`config.mk`:
```
export PLATFORM = sky130hd
export DESIGN_NAME = serial_slice_adder_flat
export DESIGN_NICKNAME = d
export VERILOG_FILES = /design/src/rtl/adder_pkg.sv /design/src/rtl/serial_slice_adder_if.sv /design/src/rtl/full_adder.sv /design/src/rtl/slice_ripple_adder.sv /design/src/rtl/serial_slice_adder.sv /design/src/flat_wrapper.sv
export SDC_FILE = /design/constraint.sdc
export NUM_CORES = 1
export LEC_CHECK = 0
export BUFFER_PORTS_ARGS = -buffer_cell sky130_fd_sc_hd__buf_2
export CORE_UTILIZATION = 40
export CTS_CLUSTER_SIZE = 20
export DETAILED_ROUTE_END_ITERATION = 10
export HOLD_SLACK_MARGIN = 0.12
export MAX_ROUTING_LAYER = met4
export SETUP_SLACK_MARGIN = 0.05
export SKIP_LAST_GASP = 1
export SYNTH_ARGS = -nofsm -noshare
export SYNTH_HDL_FRONTEND = slang
export SYNTH_SLANG_ARGS = --single-unit
```
`constraint.sdc`:
```
create_clock -name clk -period 5 [get_ports clk]
set_clock_uncertainty 0.05 [all_clocks]
set_input_delay 0.25 -clock clk [delete_from_list [all_inputs] [get_ports clk]]
set_output_delay 0.25 -clock clk [all_outputs]
set_load 0.005 [all_outputs]
```
`src/rtl/adder_pkg.sv`:
```
// Shared types for the serial slice adder.
//   state_e : control FSM states
//   cnt_w() : slice counter width for N slices (never below 1 bit)
package adder_pkg;

  typedef enum logic [1:0] {IDLE, RUN, DONE} state_e;

  function automatic int cnt_w(input int n);
    return (n <= 1) ? 1 : $clog2(n);
  endfunction

endpackage

```
`src/rtl/serial_slice_adder_if.sv`:
```
// Operand/result handshake bundle for serial_slice_adder.
//   master : operand producer + result consumer (drives in_valid/a/b/cin/sub/out_ready)
//   slave  : the adder (drives in_ready/out_valid/s/cout/ovf)
interface serial_slice_adder_if #(parameter int WIDTH = 16);
  logic             in_valid;
  logic             in_ready;
  logic [WIDTH-1:0] a;
  logic [WIDTH-1:0] b;
  logic             cin;
  logic             sub;
  logic             out_valid;
  logic             out_ready;
  logic [WIDTH-1:0] s;
  logic             cout;
  logic             ovf;

  modport master (
    output in_valid, a, b, cin, sub, out_ready,
    input  in_ready, out_valid, s, cout, ovf
  );

  modport slave (
    input  in_valid, a, b, cin, sub, out_ready,
    output in_ready, out_valid, s, cout, ovf
  );
endinterface

```
`src/rtl/full_adder.sv`:
```
// Single-bit full adder cell.
//   a, b, ci : addends and carry in
//   s, co    : sum and carry out
module full_adder (
  input  logic a,
  input  logic b,
  input  logic ci,
  output logic s,
  output logic co
);
  assign s  = a ^ b ^ ci;
  assign co = (a & b) | (ci & (a ^ b));
endmodule

```
`src/rtl/slice_ripple_adder.sv`:
```
// Combinational SLICE-bit ripple adder built from full_adder cells.
//   a, b  : slice operands      ci    : carry into bit 0
//   sum   : slice sum           co    : carry out of top bit
//   c_top : carry into the top bit (feeds signed-overflow detection)
module slice_ripple_adder #(
  parameter int SLICE = 4
) (
  input  logic [SLICE-1:0] a,
  input  logic [SLICE-1:0] b,
  input  logic             ci,
  output logic [SLICE-1:0] sum,
  output logic             co,
  output logic             c_top
);
  logic [SLICE:0] c;

  assign c[0] = ci;

  for (genvar i = 0; i < SLICE; i++) begin : g_fa
    full_adder u_fa (
      .a  (a[i]),
      .b  (b[i]),
      .ci (c[i]),
      .s  (sum[i]),
      .co (c[i+1])
    );
  end

  assign co    = c[SLICE];
  assign c_top = c[SLICE-1];
endmodule

```
`src/rtl/serial_slice_adder.sv`:
```
// Multi-cycle WIDTH-bit adder/subtractor, SLICE bits per clock, LSB slice first.
//   clk, rst_n : clock, synchronous active-low reset
//   bus        : slave side of serial_slice_adder_if (operands in, result out)
// Accept in IDLE, N=WIDTH/SLICE slice cycles in RUN, hold result in DONE until taken.
module serial_slice_adder
  import adder_pkg::*;
#(
  parameter int WIDTH = 16,
  parameter int SLICE = 4
) (
  input  logic                  clk,
  input  logic                  rst_n,
  serial_slice_adder_if.slave   bus
);

  if (SLICE < 1 || (WIDTH % SLICE) != 0) begin : g_bad_cfg
    $error("serial_slice_adder: SLICE must be >= 1 and divide WIDTH");
  end

  localparam int N  = WIDTH / SLICE;
  localparam int CW = cnt_w(N);

  state_e           state_q, state_d;
  logic [WIDTH-1:0] a_q, a_d, b_q, b_d, s_q, s_d;
  logic [CW-1:0]    cnt_q, cnt_d;
  logic             carry_q, carry_d;
  logic             cout_q, cout_d, ovf_q, ovf_d;
  logic             in_ready_q, in_ready_d, out_valid_q, out_valid_d;

  logic [SLICE-1:0] sl_a, sl_b, sl_s;
  logic             sl_co, sl_ctop;
  int               idx;

  assign idx  = int'(cnt_q) * SLICE;
  assign sl_a = SLICE'(a_q >> idx);
  assign sl_b = SLICE'(b_q >> idx);

  slice_ripple_adder #(.SLICE(SLICE)) u_slice (
    .a     (sl_a),
    .b     (sl_b),
    .ci    (carry_q),
    .sum   (sl_s),
    .co    (sl_co),
    .c_top (sl_ctop)
  );

  always_comb begin
    state_d     = state_q;
    a_d         = a_q;
    b_d         = b_q;
    s_d         = s_q;
    cnt_d       = cnt_q;
    carry_d     = carry_q;
    cout_d      = cout_q;
    ovf_d       = ovf_q;
    in_ready_d  = in_ready_q;
    out_valid_d = out_valid_q;
    case (state_q)
      IDLE: if (bus.in_valid) begin
        // Subtract folds into add: invert B here, force carry-in to 1.
        a_d        = bus.a;
        b_d        = bus.b ^ {WIDTH{bus.sub}};
        carry_d    = bus.sub ? 1'b1 : bus.cin;
        cnt_d      = '0;
        in_ready_d = 1'b0;
        state_d    = RUN;
      end
      RUN: begin
        s_d[idx +: SLICE] = sl_s;
        carry_d           = sl_co;
        if (cnt_q == CW'(N - 1)) begin
          cout_d      = sl_co;
          ovf_d       = sl_co ^ sl_ctop;
          cnt_d       = '0;
          out_valid_d = 1'b1;
          state_d     = DONE;
        end else begin
          cnt_d = cnt_q + 1'b1;
        end
      end
      DONE: if (bus.out_ready) begin
        out_valid_d = 1'b0;
        in_ready_d  = 1'b1;
        state_d     = IDLE;
      end
      default: begin
        out_valid_d = 1'b0;
        in_ready_d  = 1'b1;
        state_d     = IDLE;
      end
    endcase
  end

  always_ff @(posedge clk) begin
    if (!rst_n) begin
      state_q     <= IDLE;
      a_q         <= '0;
      b_q         <= '0;
      s_q         <= '0;
      cnt_q       <= '0;
      carry_q     <= 1'b0;
      cout_q      <= 1'b0;
      ovf_q       <= 1'b0;
      in_ready_q  <= 1'b1;
      out_valid_q <= 1'b0;
    end else begin
      state_q     <= state_d;
      a_q         <= a_d;
      b_q         <= b_d;
      s_q         <= s_d;
      cnt_q       <= cnt_d;
      carry_q     <= carry_d;
      cout_q      <= cout_d;
      ovf_q       <= ovf_d;
      in_ready_q  <= in_ready_d;
      out_valid_q <= out_valid_d;
    end
  end

  assign bus.in_ready  = in_ready_q;
  assign bus.out_valid = out_valid_q;
  assign bus.s         = s_q;
  assign bus.cout      = cout_q;
  assign bus.ovf       = ovf_q;

endmodule

```
`src/flat_wrapper.sv`:
```
// flat-port wrapper written by rule: the top's interface ports become plain ports
module serial_slice_adder_flat import adder_pkg::*;
#(
  parameter int WIDTH = 16,
  parameter int SLICE = 4
)
  (clk, rst_n, bus_in_valid, bus_a, bus_b, bus_cin, bus_sub, bus_out_ready, bus_in_ready, bus_out_valid, bus_s, bus_cout, bus_ovf);
  serial_slice_adder_if #(.WIDTH(WIDTH)) bus_i ();
  input  logic clk;
  input  logic rst_n;
  input wire logic [$bits(bus_i.in_valid)-1:0] bus_in_valid;
  input wire logic [$bits(bus_i.a)-1:0] bus_a;
  input wire logic [$bits(bus_i.b)-1:0] bus_b;
  input wire logic [$bits(bus_i.cin)-1:0] bus_cin;
  input wire logic [$bits(bus_i.sub)-1:0] bus_sub;
  input wire logic [$bits(bus_i.out_ready)-1:0] bus_out_ready;
  output wire logic [$bits(bus_i.in_ready)-1:0] bus_in_ready;
  output wire logic [$bits(bus_i.out_valid)-1:0] bus_out_valid;
  output wire logic [$bits(bus_i.s)-1:0] bus_s;
  output wire logic [$bits(bus_i.cout)-1:0] bus_cout;
  output wire logic [$bits(bus_i.ovf)-1:0] bus_ovf;
  assign bus_i.in_valid = bus_in_valid;
  assign bus_i.a = bus_a;
  assign bus_i.b = bus_b;
  assign bus_i.cin = bus_cin;
  assign bus_i.sub = bus_sub;
  assign bus_i.out_ready = bus_out_ready;
  assign bus_in_ready = bus_i.in_ready;
  assign bus_out_valid = bus_i.out_valid;
  assign bus_s = bus_i.s;
  assign bus_cout = bus_i.cout;
  assign bus_ovf = bus_i.ovf;
  serial_slice_adder #(.WIDTH(WIDTH), .SLICE(SLICE)) u_core (.clk(clk), .rst_n(rst_n), .bus(bus_i));
endmodule
```
[Word level (Yosys, flattened, before mapping)]
Index checks and enable logic that the tools add are counted.
Storage, ports and cells
  output and inout bits: 20
  bits in registers: 57
  word-level logic and storage cells: 71
  input bits: 38
Operators by class
  bitwise operators: 24
  equality and inequality tests: 6
  muxes and demuxes: 17
  shift operators: 4
  add/subtract/negate cells: 2
  reduce and logical (&&, ||, !) cells: 8
Operator list (count)
  $neg A4 Y33: 1
  $shift A4 B33 Y16 const A: 1
  $shiftx A4 B33 Y16: 1
  $shr A16 B4 Y4: 2
  $bwmux W16: 1
  $xor A16 B16 Y16: 1
  $mux W2: 5
  $reduce_and A3 Y1: 3
  $xor A1 B1 Y1: 9
  $and A1 B1 Y1: 8
  $mux W1: 6
  $pmux W1 S3: 2
  $pmux W2 S3: 1
  $reduce_and A2 Y1: 3
  $eq A2 B2 Y1 const B: 2
  $ne A2 B2 Y1 const B: 2
  $or A1 B1 Y1: 4
  $pmux W2 S2: 1
  $add A2 B1 Y2 const B: 1
  $eq A2 B1 Y1 const B: 1
  $logic_not A2 Y1: 1
  $ne A2 B1 Y1 const B: 1
  $not A1 Y1: 2
  $pmux W1 S2: 1
  $reduce_bool A2 Y1: 1

[Depth between registers and ports, before layout]
  depth in word-level cells: 11
  gate-level depth with buffers: 13
  mapped depth without buffers: 12

[By module]
Synthesis repeated with hierarchy kept, for this count alone.
Second synthesis, totals
  cell total of the unflattened synthesis: 286
  area, all modules: 2758.9 um^2
Modules (own cells, without submodules)
  serial_slice_adder: cells an instance 282, times used 1, area each 2678.8 um^2, sequential area each 1141.1 um^2
  full_adder: cells an instance 1, times used 4, area each 20.0 um^2, sequential area each 0.0 um^2

[Worst setup path after synthesis]
Ideal clock, no wire load.
  path kind: register to register
  from: register u_core.cnt_q[0]
  to: register u_core.s_q[15] (netlist: u_core.bus.s[15])
  period minus slack after synthesis: 2953 ps
  cell stages (with the launch flop): 13
  setup slack: 2047 ps
  arrival time: 2785 ps
  path buffers: 1
  library setup time: 118 ps
  required time: 4832 ps
  cell sequence: dfxtp_1 > buf_4 > mux4_2 > inv_1 > fa_1 > inv_1 > fa_1 > inv_1 > fa_1 > inv_1 > fa_1 > a32oi_1 > nor2b_1
Between the ends
  cells in the longest elaborated chain, start to end: 11
  elaborated cells between the ends (all ways): 23
  those cells by class: add/sub: 1; shift: 4; mux: 1; bitwise: 17
Ends and longest elaborated chain
  start, declared: RTL line serial_slice_adder.sv:25  | logic [CW-1:0] cnt_q, cnt_d;
  start signal, assigned: RTL line serial_slice_adder.sv:111  | cnt_q <= cnt_d;
  $shr A16 B4 Y4 (on tied branches): RTL line serial_slice_adder.sv:35, serial_slice_adder.sv:36
  $xor A1 B1 Y1: RTL line full_adder.sv:11, full_adder.sv:12
  $and A1 B1 Y1: RTL line full_adder.sv:12  | assign co = (a & b) | (ci & (a ^ b));
  $or A1 B1 Y1: RTL line full_adder.sv:12
  $and A1 B1 Y1: RTL line full_adder.sv:12
  $or A1 B1 Y1: RTL line full_adder.sv:12
  $and A1 B1 Y1: RTL line full_adder.sv:12
  $or A1 B1 Y1: RTL line full_adder.sv:12
  $xor A1 B1 Y1: RTL line full_adder.sv:11  | assign s = a ^ b ^ ci;
  $shiftx A4 B33 Y16: RTL line serial_slice_adder.sv:69  | s_d[idx +: SLICE] = sl_s;
  $bwmux W16 *: RTL line serial_slice_adder.sv:69
  end signal, assigned: RTL line serial_slice_adder.sv:99  | s_q <= '0;
  end signal, assigned: RTL line serial_slice_adder.sv:110  | s_q <= s_d;
  end, declared: RTL line serial_slice_adder.sv:24  | logic [WIDTH-1:0] a_q, a_d, b_q, b_d, s_q, s_d;
Every way passes the cells marked *; elsewhere a longest branch is shown, timed or not.
A chain may end at the register's enable or synchronous reset.

[Final worst setup path]
  from: register u_core.cnt_q[0]
  to: register u_core.s_q[3] (netlist: u_core.bus.s[3])
Same word-level chain as after synthesis.

==> metrics <==
Fmax achieved=313 MHz; register area share after synthesis=40.8%; Root Buffer=clkbuf_8; antenna viol nets, final=0; final layout net count=394; leading area contributor after synthesis=dfxtp_1; post_cts resized=0; post-synth top area share=40.8%; Synth area leaders=dfxtp_1, nand2_1, mux4_2; Clock Path Buffers=2; unrepaired setup endpoints after global routing=false; setup violators final=0; die height=85.6 um; r2r startpoint=u_core.cnt_q[0]; first-pass GRT wire length=9.74 mm; die area=0.00733 mm2; Cell Rows=30; CP Launch Type=flip-flop; Pleak=around 1.5 nW; CTS Sinks=57; post-CTS setup buffer count=0; Worst-path clk slew=around 70 ps; number of vias in the routed layout=2,170; count of cell types in the netlist=37; DRC=0; Fillers=661; critical path type=flip-flop to flip-flop; WHS Endpoint=u_core.a_q[9]; Slew @ Worst Pin=846 ps; area grow syn2layout=20.3%; GPL Wtd Cong=0.840; Clk Latency, worst-skew pair=roughly 330 ps; Data required, critical path=5170 ps; initial antenna violation count=0; worst-path fanout max=12; crit path DAT=roughly 3400 ps; hold_buf cts=9; Tcrit/Tclk final=a little under two thirds; Peak VDD IR=0.135 mV; drt initial violations=138; Worst Min Path Start=bus_a[9]; total grt overflow=0; number of diodes=0; Non-Filler Instances=about 430; Final Slew Violations=0; utilization after layout=about half; Hold Path Depth=3; worst reg2reg path depth=12; Synth Register Bits=57; register-to-register setup slack=~1800 ps; Yosys warning total=0; Fin Setup TNS=0 ps; CORE AREA=approximately 0.0068 mm2; CTS H-tree depth=3; total global-route track usage=17.7%; DR WL/cell=13.7 um; share of layout cells above drive strength 1=23.4%; max-cap viol count=0; number of hold violations in the final report=0; Placed Instances=406; vias in the first global route=approximately 2,000; worst r2r dst=u_core.bus.s[3]; Initial DRT Pass Iterations=4; dpl hpwl=about 4 mm; I/O pins=58; CTS tree=yes; die width=85.6 um; Syn Inst Count=288; pin count of the biggest net entering global routing=58; vias per cell=5.03; Post-Route WL=5.91 mm; min Tclk post-route=3190 ps; Syn Nets=about 340; Starting Density=about 41%; status=complete, no violations; worst relative slew slack=43.6%; Synth Area per Inst=9.71 um2; hold crit path type=input port to flip-flop; power per cell area=between 300 and 400 mW/mm2; input/output buffers=57; Num CTS Buffers=9; Worst setup EP type=flip-flop; Mapped Area=0.00280 mm2
-- cell families after synthesis --
kind of cell,count (synthesis),synth area share [%]
DFF,57,40.8
muxes,10,7.16
AOI/OAI and AO/OA,60,17.6
xor gates and xnor gates,17,5.33
and+or+nand+nor,99,17.4
adders and majority gates,10,5.55
buffers and inverters,35,6.13
-- cell usage after synthesis, drive strengths merged --
master	instances
clkbuf	5
nand2	61
inv	14
fa	4
and4bb	1
o2bb2ai	1
a2bb2oi	1
o21bai	1
dfxtp	57
o211a	16
nor2	3
mux4	8
nand3b	5
nor2b	12
a32oi	9
xnor2	17
a211o	1
and2	1
or3b	1
a21oi	3
nand4	8
nand3	1
buf	16
and3b	1
ha	6
nor3b	1
a21boi	26
nor3	1
o21ai	2
and2b	1
nand2b	1
mux2i	2
and4b	1
-- worst max-delay path by stage --
stage                     from          endpoint  slack, ps  cells past startpoint
6_report       u_core.cnt_q[0]   u_core.bus.s[3]       1810                     12
5_1_grt        u_core.cnt_q[0]   u_core.bus.s[3]       1560                     12
4_1_cts        u_core.cnt_q[0]   u_core.bus.s[3]       1770                     12
3_5_place_dp   u_core.cnt_q[0]   u_core.bus.s[3]       1800                     12
3_3_place_gp   u_core.cnt_q[0]  u_core.bus.s[15]       1860                     12
2_1_floorplan  u_core.cnt_q[0]  u_core.bus.s[15]       2050                     12
-- registers in the layout (all words and copies together) (netlist names) --
signal	count
u_core.bus.cout	1
u_core.bus.out_valid	1
u_core.state_q	2
u_core.carry_q	1
u_core.bus.in_ready	1
u_core.a_q	16
u_core.bus.ovf	1
u_core.bus.s	16
u_core.cnt_q	2
u_core.b_q	16
-- worst max-delay path: stages (launching register included) --
cell,delay (ps)
dfxtp_1,480
buf_4,260
mux4_2,520
inv_1,90
fa_1,170
inv_1,50
fa_1,350
inv_1,80
fa_1,200
inv_1,60
fa_1,520
a32oi_1,210
nor2b_1,60
-- per-layer routing --
metal  vias to the layer above  part of all wire [%]  track usage, %
li1                       1110                     -               -
met1                      1005                    49            22.3
met2                        45                    46            27.2
met3                        10                   3.4            4.14
met4                         0                   1.7            7.73
met5                         -                     0               -
-- final cells by class --
cell class,count,area (um2),area share [%]
Inverter,14,52.6,1.56
Clock buffer,13,149,4.43
Timing Repair Buffer,68,390,11.6
Clock inverter,3,40.0,1.19
Sequential cell,57,1140,33.9
Tap cell,80,100,2.98
Multi-Input combinational cell,196,1490,44.3
-- per-stage QoR --
stage / setup WS, ps / area, um2 / hold slack [ps] / power, W
2_1_floorplan: 2050 / 2800 / 335 / 0.000613
3_3_place_gp: 1860 / 3080 / 385 / 0.000656
3_5_place_dp: 1800 / 3080 / 391 / 0.000658
4_1_cts: 1770 / 3360 / 120 / 0.00108
5_1_grt: 1560 / 3360 / 126 / 0.00112
6_report: 1810 / 3360 / 125 / 0.00107
-- cell usage in the layout, fill, tap and decap left out, types with 2 or more instances in the layout --
master	instances
nand2_1	61
buf_2	57
dfxtp_1	57
xnor2_1	17
o211a_1	16
a21boi_1	16
inv_1	14
nor2b_1	12
a21boi_0	10
clkbuf_8	10
a32oi_1	9
dlygate4sd3_1	9
mux4_2	8
nand4_1	8
ha_1	6
nand3b_1	5
fa_1	4
a21oi_1	3
nor2_1	3
clkbuf_1	3
mux2i_1	2
clkinv_2	2
buf_4	2
-- report_power, final --
part / internal (W) / switching [W] / total [W]
clock: 0.000243 / 0.000177 / 0.000420
combinational: 0.0000747 / 0.0000785 / 0.000153
sequential: 0.000479 / 0.0000196 / 0.000499
total: 0.000797 / 0.000275 / 0.00107
Power figures use the tool's default switching activity.
